<file path="src/rtl/banner_ctrl.sv">
// Banner sequencer: typewriter reveal, hold, blink, clear.
// Also maps each pixel to its glyph slot for the renderer bank.
module banner_ctrl #(
  parameter int BASE_X        = 200,
  parameter int BASE_Y        = 220,
  parameter int PITCH         = 32,
  parameter int GLYPH_H       = 40,
  parameter int MAX_LEN       = 8,
  parameter int REVEAL_FRAMES = 4,
  parameter int HOLD_FRAMES   = 60,
  parameter int BLINK_FRAMES  = 15,
  parameter int BLINKS        = 3
) (
  input  logic       clk,
  input  logic       reset,
  input  logic       frame_tick,
  input  logic       start,
  input  logic       abort,
  input  logic [3:0] msg_len,
  input  logic [9:0] x,
  input  logic [9:0] y,
  output logic       busy,
  output logic       done,
  output logic [3:0] visible_count,
  output logic       blink_on,
  output logic       slot_en,
  output logic [2:0] slot_idx,
  output logic [9:0] slot_start_x,
  output logic [9:0] slot_start_y
);

  localparam int SH = $clog2(PITCH);

  localparam logic [1:0] S_IDLE   = 2'd0;
  localparam logic [1:0] S_REVEAL = 2'd1;
  localparam logic [1:0] S_HOLD   = 2'd2;
  localparam logic [1:0] S_BLINK  = 2'd3;

  logic [1:0]  state;
  logic [7:0]  frame_cnt;
  logic [3:0]  len;
  logic [3:0]  tgl;
  logic [3:0]  len_n;
  logic [10:0] xe;
  logic [10:0] ye;
  logic [10:0] dx;
  logic [10:0] lim;
  logic [2:0]  idx;
  logic [9:0]  sx;
  logic        x_in;
  logic        y_in;

  assign busy  = (state != S_IDLE);
  assign len_n = (msg_len > 4'(MAX_LEN)) ? 4'(MAX_LEN) : msg_len;

  always_ff @(posedge clk) begin
    if (reset) begin
      state         <= S_IDLE;
      frame_cnt     <= 8'd0;
      len           <= 4'd0;
      tgl           <= 4'd0;
      done          <= 1'b0;
      visible_count <= 4'd0;
      blink_on      <= 1'b1;
    end else begin
      done <= 1'b0;
      if (abort) begin
        state         <= S_IDLE;
        frame_cnt     <= 8'd0;
        tgl           <= 4'd0;
        visible_count <= 4'd0;
        blink_on      <= 1'b1;
      end else begin
        case (state)
          S_IDLE: begin
            // a tick coinciding with start is not counted
            if (start) begin
              len       <= len_n;
              frame_cnt <= 8'd0;
              tgl       <= 4'd0;
              if (len_n == 4'd0) begin
                done <= 1'b1;
              end else begin
                state         <= S_REVEAL;
                visible_count <= 4'd0;
                blink_on      <= 1'b1;
              end
            end
          end
          S_REVEAL: begin
            if (frame_tick) begin
              if (frame_cnt == 8'(REVEAL_FRAMES - 1)) begin
                frame_cnt     <= 8'd0;
                visible_count <= visible_count + 4'd1;
                if (visible_count + 4'd1 == len) state <= S_HOLD;
              end else begin
                frame_cnt <= frame_cnt + 8'd1;
              end
            end
          end
          S_HOLD: begin
            if (frame_tick) begin
              if (frame_cnt == 8'(HOLD_FRAMES - 1)) begin
                frame_cnt <= 8'd0;
                state     <= S_BLINK;
              end else begin
                frame_cnt <= frame_cnt + 8'd1;
              end
            end
          end
          S_BLINK: begin
            if (frame_tick) begin
              if (frame_cnt == 8'(BLINK_FRAMES - 1)) begin
                frame_cnt <= 8'd0;
                blink_on  <= ~blink_on;
                tgl       <= tgl + 4'd1;
                if (tgl == 4'(2 * BLINKS - 1)) begin
                  state         <= S_IDLE;
                  tgl           <= 4'd0;
                  visible_count <= 4'd0;
                  done          <= 1'b1;
                end
              end else begin
                frame_cnt <= frame_cnt + 8'd1;
              end
            end
          end
          default: state <= S_IDLE;
        endcase
      end
    end
  end

  // 11-bit math so the right limit (up to BASE_X+256) never wraps
  assign xe   = {1'b0, x};
  assign ye   = {1'b0, y};
  assign dx   = xe - 11'(BASE_X);
  assign idx  = 3'(dx >> SH);
  assign sx   = 10'(BASE_X) + (10'(idx) << SH);
  assign lim  = 11'(BASE_X) + (11'(len) << SH);
  assign x_in = (xe >= 11'(BASE_X)) && (xe < lim);
  assign y_in = (ye >= 11'(BASE_Y)) &&
                (ye < 11'(BASE_Y + GLYPH_H));

  always_ff @(posedge clk) begin
    if (reset) begin
      slot_en      <= 1'b0;
      slot_idx     <= 3'd0;
      slot_start_x <= 10'd0;
      slot_start_y <= 10'd0;
    end else begin
      slot_idx     <= idx;
      slot_start_x <= sx;
      slot_start_y <= 10'(BASE_Y);
      slot_en      <= x_in && y_in && blink_on &&
                      ({1'b0, idx} < visible_count);
    end
  end

endmodule

</file>
<file path="config.mk">
export PLATFORM = sky130hd
export DESIGN_NAME = banner_ctrl
export DESIGN_NICKNAME = d
export VERILOG_FILES = /design/src/rtl/banner_ctrl.sv
export SDC_FILE = /design/constraint.sdc
export NUM_CORES = 1
export LEC_CHECK = 0
export ABC_CLOCK_PERIOD_IN_PS = 3400
export CAP_MARGIN = 15
export CORE_ASPECT_RATIO = 1.2
export CORE_MARGIN = 2
export CORE_UTILIZATION = 40
export DETAILED_ROUTE_END_ITERATION = 10
export PLACE_DENSITY = 0.77
export SLEW_MARGIN = 20
export SYNTH_ARGS = -nofsm -noshare
export SYNTH_HDL_FRONTEND = slang
export SYNTH_SLANG_ARGS = --single-unit
export TNS_END_PERCENT = 5
</file>
<file path="constraint.sdc">
create_clock -name clk -period 3.4 [get_ports clk]
set_input_delay 1.02 -clock clk [delete_from_list [all_inputs] [get_ports clk]]
set_output_delay 1.02 -clock clk [all_outputs]
set_load 0.01 [all_outputs]
</file>
==> results of run 1 <==
## power groups by stage
stage / clock, W / sequential [W] / combinational [W]
6_report: 0.000301 / 0.000404 / 0.000166
5_1_grt: 0.000324 / 0.000406 / 0.000183
4_1_cts: 0.000308 / 0.000404 / 0.000167
3_5_place_dp: 0 / 0.000413 / 0.000166
3_3_place_gp: 0 / 0.000412 / 0.000162
2_1_floorplan: 0 / 0.000416 / 0.0000974
## stage by stage
stage,utilization [%],setup slack [ns]
2_1_floorplan,-,0.858
3_3_place_gp,50.0,0.278
3_5_place_dp,50.0,0.248
4_1_cts,51.7,0.548
5_1_grt,51.7,0.400
6_report,51.7,0.551
## logic make-up (layout without fill, tap and decap cells)
family	count (synthesis)	in the layout	synth area share, %
AND/OR/NAND/NOR	83	83	21.9
AO/OA/AOI/OAI	48	48	15.5
buffers and inverters	39	71	10.0
flip-flops	33	33	32.4
adder cells (fa/ha/maj)	18	18	11.0
XOR/XNOR	15	15	6.45
multiplexers	5	5	2.52
other	1	10	0.184
## sequential cells by signal, summed over array words and instances (netlist names)
| name | flops |
|---|---|
| blink_on | 1 |
| done | 1 |
| frame_cnt | 8 |
| len | 4 |
| slot_en | 1 |
| slot_idx | 3 |
| slot_start_x | 4 |
| slot_start_y | 1 |
| state | 2 |
| tgl | 4 |
| visible_count | 4 |
## worst min-delay path, cell delays in order (launching register included)
cell     delay, ns
dfxtp_1       0.31
o21ai_0       0.07
a21oi_1       0.06
## cell type report
| type | instances | area (sq um) | share of cell area (%) |
|---|---|---|---|
| Multi-Input combinational cell | 179 | 1210 | 47.2 |
| Sequential cell | 33 | 661 | 25.8 |
| Timing Repair Buffer | 47 | 463 | 18.1 |
| Clock buffer | 7 | 86.3 | 3.38 |
| Tap cell | 60 | 75.1 | 2.94 |
| Inverter | 17 | 63.8 | 2.50 |
## cell usage after synthesis, types with 5 or more instances
library cell	count	area share, %
nand2_1	13	2.4
xor2_1	11	4.7
o21ai_0	9	2.2
nand3_1	9	2.2
nor2_1	25	4.6
dfxtp_1	33	32
clkbuf_1	6	1.1
a21oi_1	12	2.9
nand4_1	5	1.5
ha_1	18	11
buf_4	15	5.5
inv_1	17	3.1
a211oi_1	9	3.3
## per-layer routing
| metal | vias to the layer above | wire length, microns | track usage [%] |
|---|---|---|---|
| met3 | 4 | 262 | 5.22 |
| met2 | 56 | 2210 | 30.5 |
| met5 | - | 0 | 0 |
| li1 | 914 | - | - |
| met4 | 0 | 58 | 5.69 |
| met1 | 833 | 1800 | 16.8 |
## worst paths after layout
| kind | endpoint | slack (ns) |
|---|---|---|
| worst max register to register | state[0]$_SDFFE_PP0P_ | 0.75 |
| worst min-delay path | tgl[3]$_SDFFE_PP0P_ | 0.49 |
| worst min register to register | tgl[3]$_SDFFE_PP0P_ | 0.49 |
| worst max-delay path | slot_en$_SDFF_PP0_ | 0.55 |
==> results.md, run 1 <==
- Hold Path Class: flip-flop to flip-flop
- Worst setup EP type: flip-flop
- Iter 0 DRT Violations: 35
- Switching Share: 26.4%
- FF-to-FF Start: frame_cnt[1]$_SDFFE_PP0P_
- Count of cell types in the netlist: 46
- Synthesis Warnings: 0
- Skew final: approximately 0.0034 ns
- Routed Antenna Nets: 0
- CP delay by family, top: simple AND/OR/NAND/NOR gates
- Commonest non-fill, non-tap cell in the layout: clkdlybuf4s50_1
- Stages on worst setup path: 9
- LEAKAGE: between 0.9 and 1 nW
- Fraction of layout instances using a drive strength above 1: about 5.3%
- Worst path max stage delay: 0.47 ns
- Critical path class: primary input to flip-flop
- Combinational Power Share: 19.0%
- Site row count: 28
- #FFs+latches synth: 33
- Max Cap Violations: 0
- Top FF cell, synth: dfxtp_1
- Clock Tree Root: clkbuf_8
- Post-CTS Hold Buffers: 0
- First-pass GRT wire length: 7310 microns
- Crit path buffers/inverters: 2
- Synth Instances: 242
- Total Nets Final: 330
- Startpoint Class: primary input
- Net Sw Power: 0.000229 W
- Tmin final: about 2.8 ns
- Fin. Hold Viols: 0
- CTS max path bufs: 2
- Period utilisation layout: 83.8%
- GP Congestion: 0.772
- Tot GR Track Use: between 10% and 20%
- Total gr overflow: 0
- Post-CTS setup buffers: 0
- RSZ-0062 raised after global routing: no
- Cells on worst reg2reg path: 6
- Min-delay src: tgl[3]$_SDFFE_PP0P_
- Slew Limit Fails: 0
- VDD IR max: 0.000188 V
- Hold Path Depth: 2
- Most frequent cells in the layout: 44 x clkdlybuf4s50_1, 33 x dfxtp_1, 25 x nor2_1, 18 x ha_1, 17 x inv_1
- Clk pin slew, worst setup/hold paths: 0.07 ns
- Final cell count without fillers: approximately 340
- PnR Total Power: 0.000871 W
- Req. time, crit path: 3.59 ns
- Power Internal: 0.000641 W
- Largest net degree at the start of global routing: 17
- Crit path max-delay cell type: or3_1
- Arr. time, crit path: between 3 and 4 ns
- Critical Path Fanout Max: 5
- Clk pwr share: between 30% and 40%
- Area post-placement: approximately 0.0025 sq mm
- First-pass DRT Iterations: 7
- Clock sink count: 33
- DRC: 0
- Crit path cell chain: clkdlybuf4s50_1 -> or3_1 -> nand2_1 -> xor2_1 -> inv_1 -> ha_1 -> a211oi_1 -> nor3_1 -> nor4_1
- Fin Setup TNS: 0 ns
- CTS tree: done
- CORE AREA: between 0.004 and 0.005 sq mm
- Synth-to-Final Area Change: 25.4%
- Port Buffers: 44
- Filler cells: roughly 490
- PwrDens: 341 mW/mm^2
- Total wire length: 4330 microns
- F_max: 351 MHz
- Diode count: 0
- Die X: 69.2 microns
- Number of top-level pins: 60
- CTS Buf Count: 5
- Clock network latency to the later pin of the worst-skew pair: 0.28 ns
- Asr flop ratio synth: 0%
- Overall die height: ~82 microns
- Post-Place Cells: around 340
- Final number of setup-violating endpoints: 0
- Die area: 0.00569 sq mm
- Status: finished, final reports clean
- Via count: 1,807
- H-tree levels: 2
- Avg WL per Cell: about 13 microns
- Post-synth EDFFs: 0
- Post-DP HPWL: 3390 microns
- Reg power frac: 46.4%
- Vias in the first global route: between 1,500 and 2,000
- Post-Syn Area: 0.00204 sq mm
- Final Hold Slack: 0.489 ns
- DR vias/cell: around 5.3
- Syn avg cell area: between 8 and 9 sq um
- Seq/Total Area, Yosys: 32.4%
- Post-layout instance area: 0.00256 sq mm
- Cts repair resizes: 0
- Initial antenna violation count: 0
- Initial Util: a little over 40%
- CP Launch Point: x[5]
(Power assumes the default switching activity.)
==> inputs of run 2 (changes only) <==
--- a/config.mk
+++ b/config.mk
@@ -5,13 +5,13 @@
 export SDC_FILE = /design/constraint.sdc
 export NUM_CORES = 1
 export LEC_CHECK = 0
-export ABC_CLOCK_PERIOD_IN_PS = 3400
+export ABC_CLOCK_PERIOD_IN_PS = 2400
 export CAP_MARGIN = 15
 export CORE_ASPECT_RATIO = 1.2
 export CORE_MARGIN = 2
 export CORE_UTILIZATION = 40
 export DETAILED_ROUTE_END_ITERATION = 10
-export PLACE_DENSITY = 0.77
+export PLACE_DENSITY = 0.8
 export SLEW_MARGIN = 20
 export SYNTH_ARGS = -nofsm -noshare
 export SYNTH_HDL_FRONTEND = slang
==> constraint.sdc (replaced) <==
create_clock -name clk -period 2.4 [get_ports clk]
set_input_delay 0.72 -clock clk [delete_from_list [all_inputs] [get_ports clk]]
set_output_delay 0.72 -clock clk [all_outputs]
set_load 0.01 [all_outputs]
==> results.md, run 2 (synthesized netlist as in run 1, its figures left out) <==
- Status: finished, final reports clean
- Fraction of layout instances using a drive strength above 1: 15.1% (+9.8 points)
- Number of top-level pins: 60 (unchanged)
- FF-to-FF Start: frame_cnt[1]$_SDFFE_PP0P_
- GP Congestion: 0.827 (+7.1%)
- Critical Path Fanout Max: 2 (-3)
- Crit path buffers/inverters: 0 (-2)
- Skew final: 0.00569 ns (+0.00229 ns)
- Largest net degree at the start of global routing: 17 (unchanged)
- Overall die height: 82.2 microns (unchanged)
- Arr. time, crit path: 2.57 ns (-0.47 ns)
- CP Launch Point: frame_cnt[1]$_SDFFE_PP0P_
- Tmin final: about 2.4 ns
- PwrDens: 471 mW/mm^2 (+38%)
- Crit path max-delay cell type: or4b_4
- Clock Tree Root: clkbuf_8
- Avg WL per Cell: 12.9 microns (+2.2%)
- Clk pin slew, worst setup/hold paths: 0.07 ns (about the same)
- Slew Limit Fails: 0 (unchanged)
- Die X: 69.2 microns (unchanged)
- Site row count: 28 (unchanged)
- Pre-CTS setup slack: -0.333 ns (-0.581 ns)
- Most frequent cells in the layout: 44 x clkdlybuf4s50_1, 31 x dfxtp_1, 25 x nor2_1, 23 x buf_4, 17 x inv_1
- Worst path max stage delay: 0.46 ns (about the same)
- Clock sink count: 33 (unchanged)
- Worst setup EP type: flip-flop
- CORE AREA: 0.00494 sq mm (unchanged)
- Hold Path Class: flip-flop to flip-flop
- CP delay by family, top: simple AND/OR/NAND/NOR gates
- Min-delay src: tgl[3]$_SDFFE_PP0P_
- Stages on worst setup path: 6 (-3)
- Via count: 1,863 (+3.1%)
- Diode count: 0 (unchanged)
- CTS max path bufs: 2 (unchanged)
- Cells on worst reg2reg path: 6 (unchanged)
- Reg area: 663 sq um (+0.38%)
- DRC: 0 (unchanged)
- Startpoint Class: flip-flop
- Final number of setup-violating endpoints: 0 (unchanged)
- First-pass GRT wire length: 8090 microns (+11%)
- Tot GR Track Use: 17.7% (+1.6 points)
- Fin. Hold Viols: 0 (unchanged)
- Footprint of the multi-input gates: 0.00125 sq mm (+3.8%)
- H-tree levels: 2 (unchanged)
- Req. time, crit path: 2.58 ns (-1.01 ns)
- Total gr overflow: 0 (unchanged)
- First-pass DRT Iterations: 4 (-3)
- DR vias/cell: 5.12 (-2.8%)
- Area post-placement: 0.00264 sq mm (+6.7%)
- Hold Path Depth: 2 (unchanged)
- Post-DP HPWL: 3620 microns (+6.9%)
- Max FFs per register: 8 (unchanged)
- Post-layout instance area: 0.00277 sq mm (+8.4%)
- Crit path cell chain: ha_4 -> or4b_4 -> or4_4 -> o41a_1 -> or4_1 -> o211a_1
- Filler cells: 426 (-13%)
- Port Buffers: 44 (unchanged)
- Die area: 0.00569 sq mm (unchanged)
- Commonest non-fill, non-tap cell in the layout: clkdlybuf4s50_1
- Synth-to-Final Area Change: 35.9%
- Initial antenna violation count: 0 (unchanged)
- CTS tree: done
- VDD IR max: 0.000270 V (+43%)
- Iter 0 DRT Violations: 78 (+120%)
- CTS Buf Count: 5 (unchanged)
- Final worst slack: 0.0156 ns (-0.535 ns)
- Clock network latency to the later pin of the worst-skew pair: 0.29 ns (about the same)
- Period utilisation layout: 99.3%
- Post-CTS Hold Buffers: 0 (unchanged)
- Max Cap Violations: 0 (unchanged)
- F_max: roughly 420 MHz
- Total Nets Final: 350 (+6.1%)
- LEAKAGE: 1.10 nW (+11%)
- Most flop-heavy register: frame_cnt
- Vias in the first global route: 1,839 (+9.6%)
- Total wire length: 4690 microns (+8.4%)
- Critical path class: flip-flop to flip-flop
- Routed Antenna Nets: 0 (unchanged)
- RSZ-0062 raised after global routing: yes
- Initial Util: 41.3% (unchanged)
run 2: worst register-to-register path, delay by kind of cell, from the launching register on:
| kind | cells | cell delay (ns) |
|---|---|---|
| DFF | 1 | 0.35 |
| adders and majority gates | 1 | 0.13 |
| AOI/OAI and AO/OA | 2 | 0.48 |
| and+or+nand+nor | 3 | 1.32 |
run 2: worst paths after layout:
kind                                 to  slack (ns)
setup / recovery  state[0]$_SDFFE_PP0P_        0.02
hold / removal      tgl[3]$_SDFFE_PP0P_        0.49
setup reg to reg  state[0]$_SDFFE_PP0P_        0.02
hold reg to reg     tgl[3]$_SDFFE_PP0P_        0.49
run 2: cell type report:
cell class / instances / share of cell area [%]
tap: 60 / 2.71
multi-input combinational: 179 / 45.3
clock inverter: 1 / 0.181
clock buffer: 7 / 3.48
inverter: 17 / 2.30
timing repair buffer: 67 / 22.1
sequential: 33 / 23.9
run 2: through the flow:
step | hold slack (ns) | power, W | cells | setup TNS, ns | util (%)
after global routing | 0.517 | 0.00138 | 364 | -0.0726 | 56.1
after detailed placement | 0.475 | 0.000845 | 356 | -0.873 | 53.3
after floorplan | 0.454 | 0.000727 | 251 | 0 | -
after CTS | 0.485 | 0.00131 | 364 | -0.0438 | 55.5
final | 0.487 | 0.00130 | 364 | 0 | 56.1
after global placement | 0.475 | 0.000836 | 356 | -0.556 | 53.3
run 2: layer usage:
layer / track usage (%) / wire, microns / vias up
li1: - / - / 950
met1: 18.4 / 1930 / 864
met3: 4.61 / 239 / 4
met5: 0 / 0 / -
met2: 33.8 / 2490 / 45
met4: 7.45 / 38 / 0
run 2: power breakdown:
| group | switching, W | leakage, nW | internal (W) | total, W |
|---|---|---|---|---|
| clock network | 0.000206 | 0.0542 | 0.000259 | 0.000465 |
| logic | 0.000127 | 0.773 | 0.000141 | 0.000268 |
| registers | 0.00000877 | 0.270 | 0.000563 | 0.000572 |
| total | 0.000342 | 1.10 | 0.000963 | 0.00130 |
run 2: repair_timing:
item                       CTS  global route
gates cloned                 0             0
setup endpoints to repair    2             4
hold endpoints to repair     0             0
pin swaps                    0             2
buffers inserted             0             0
resized for setup            1             5
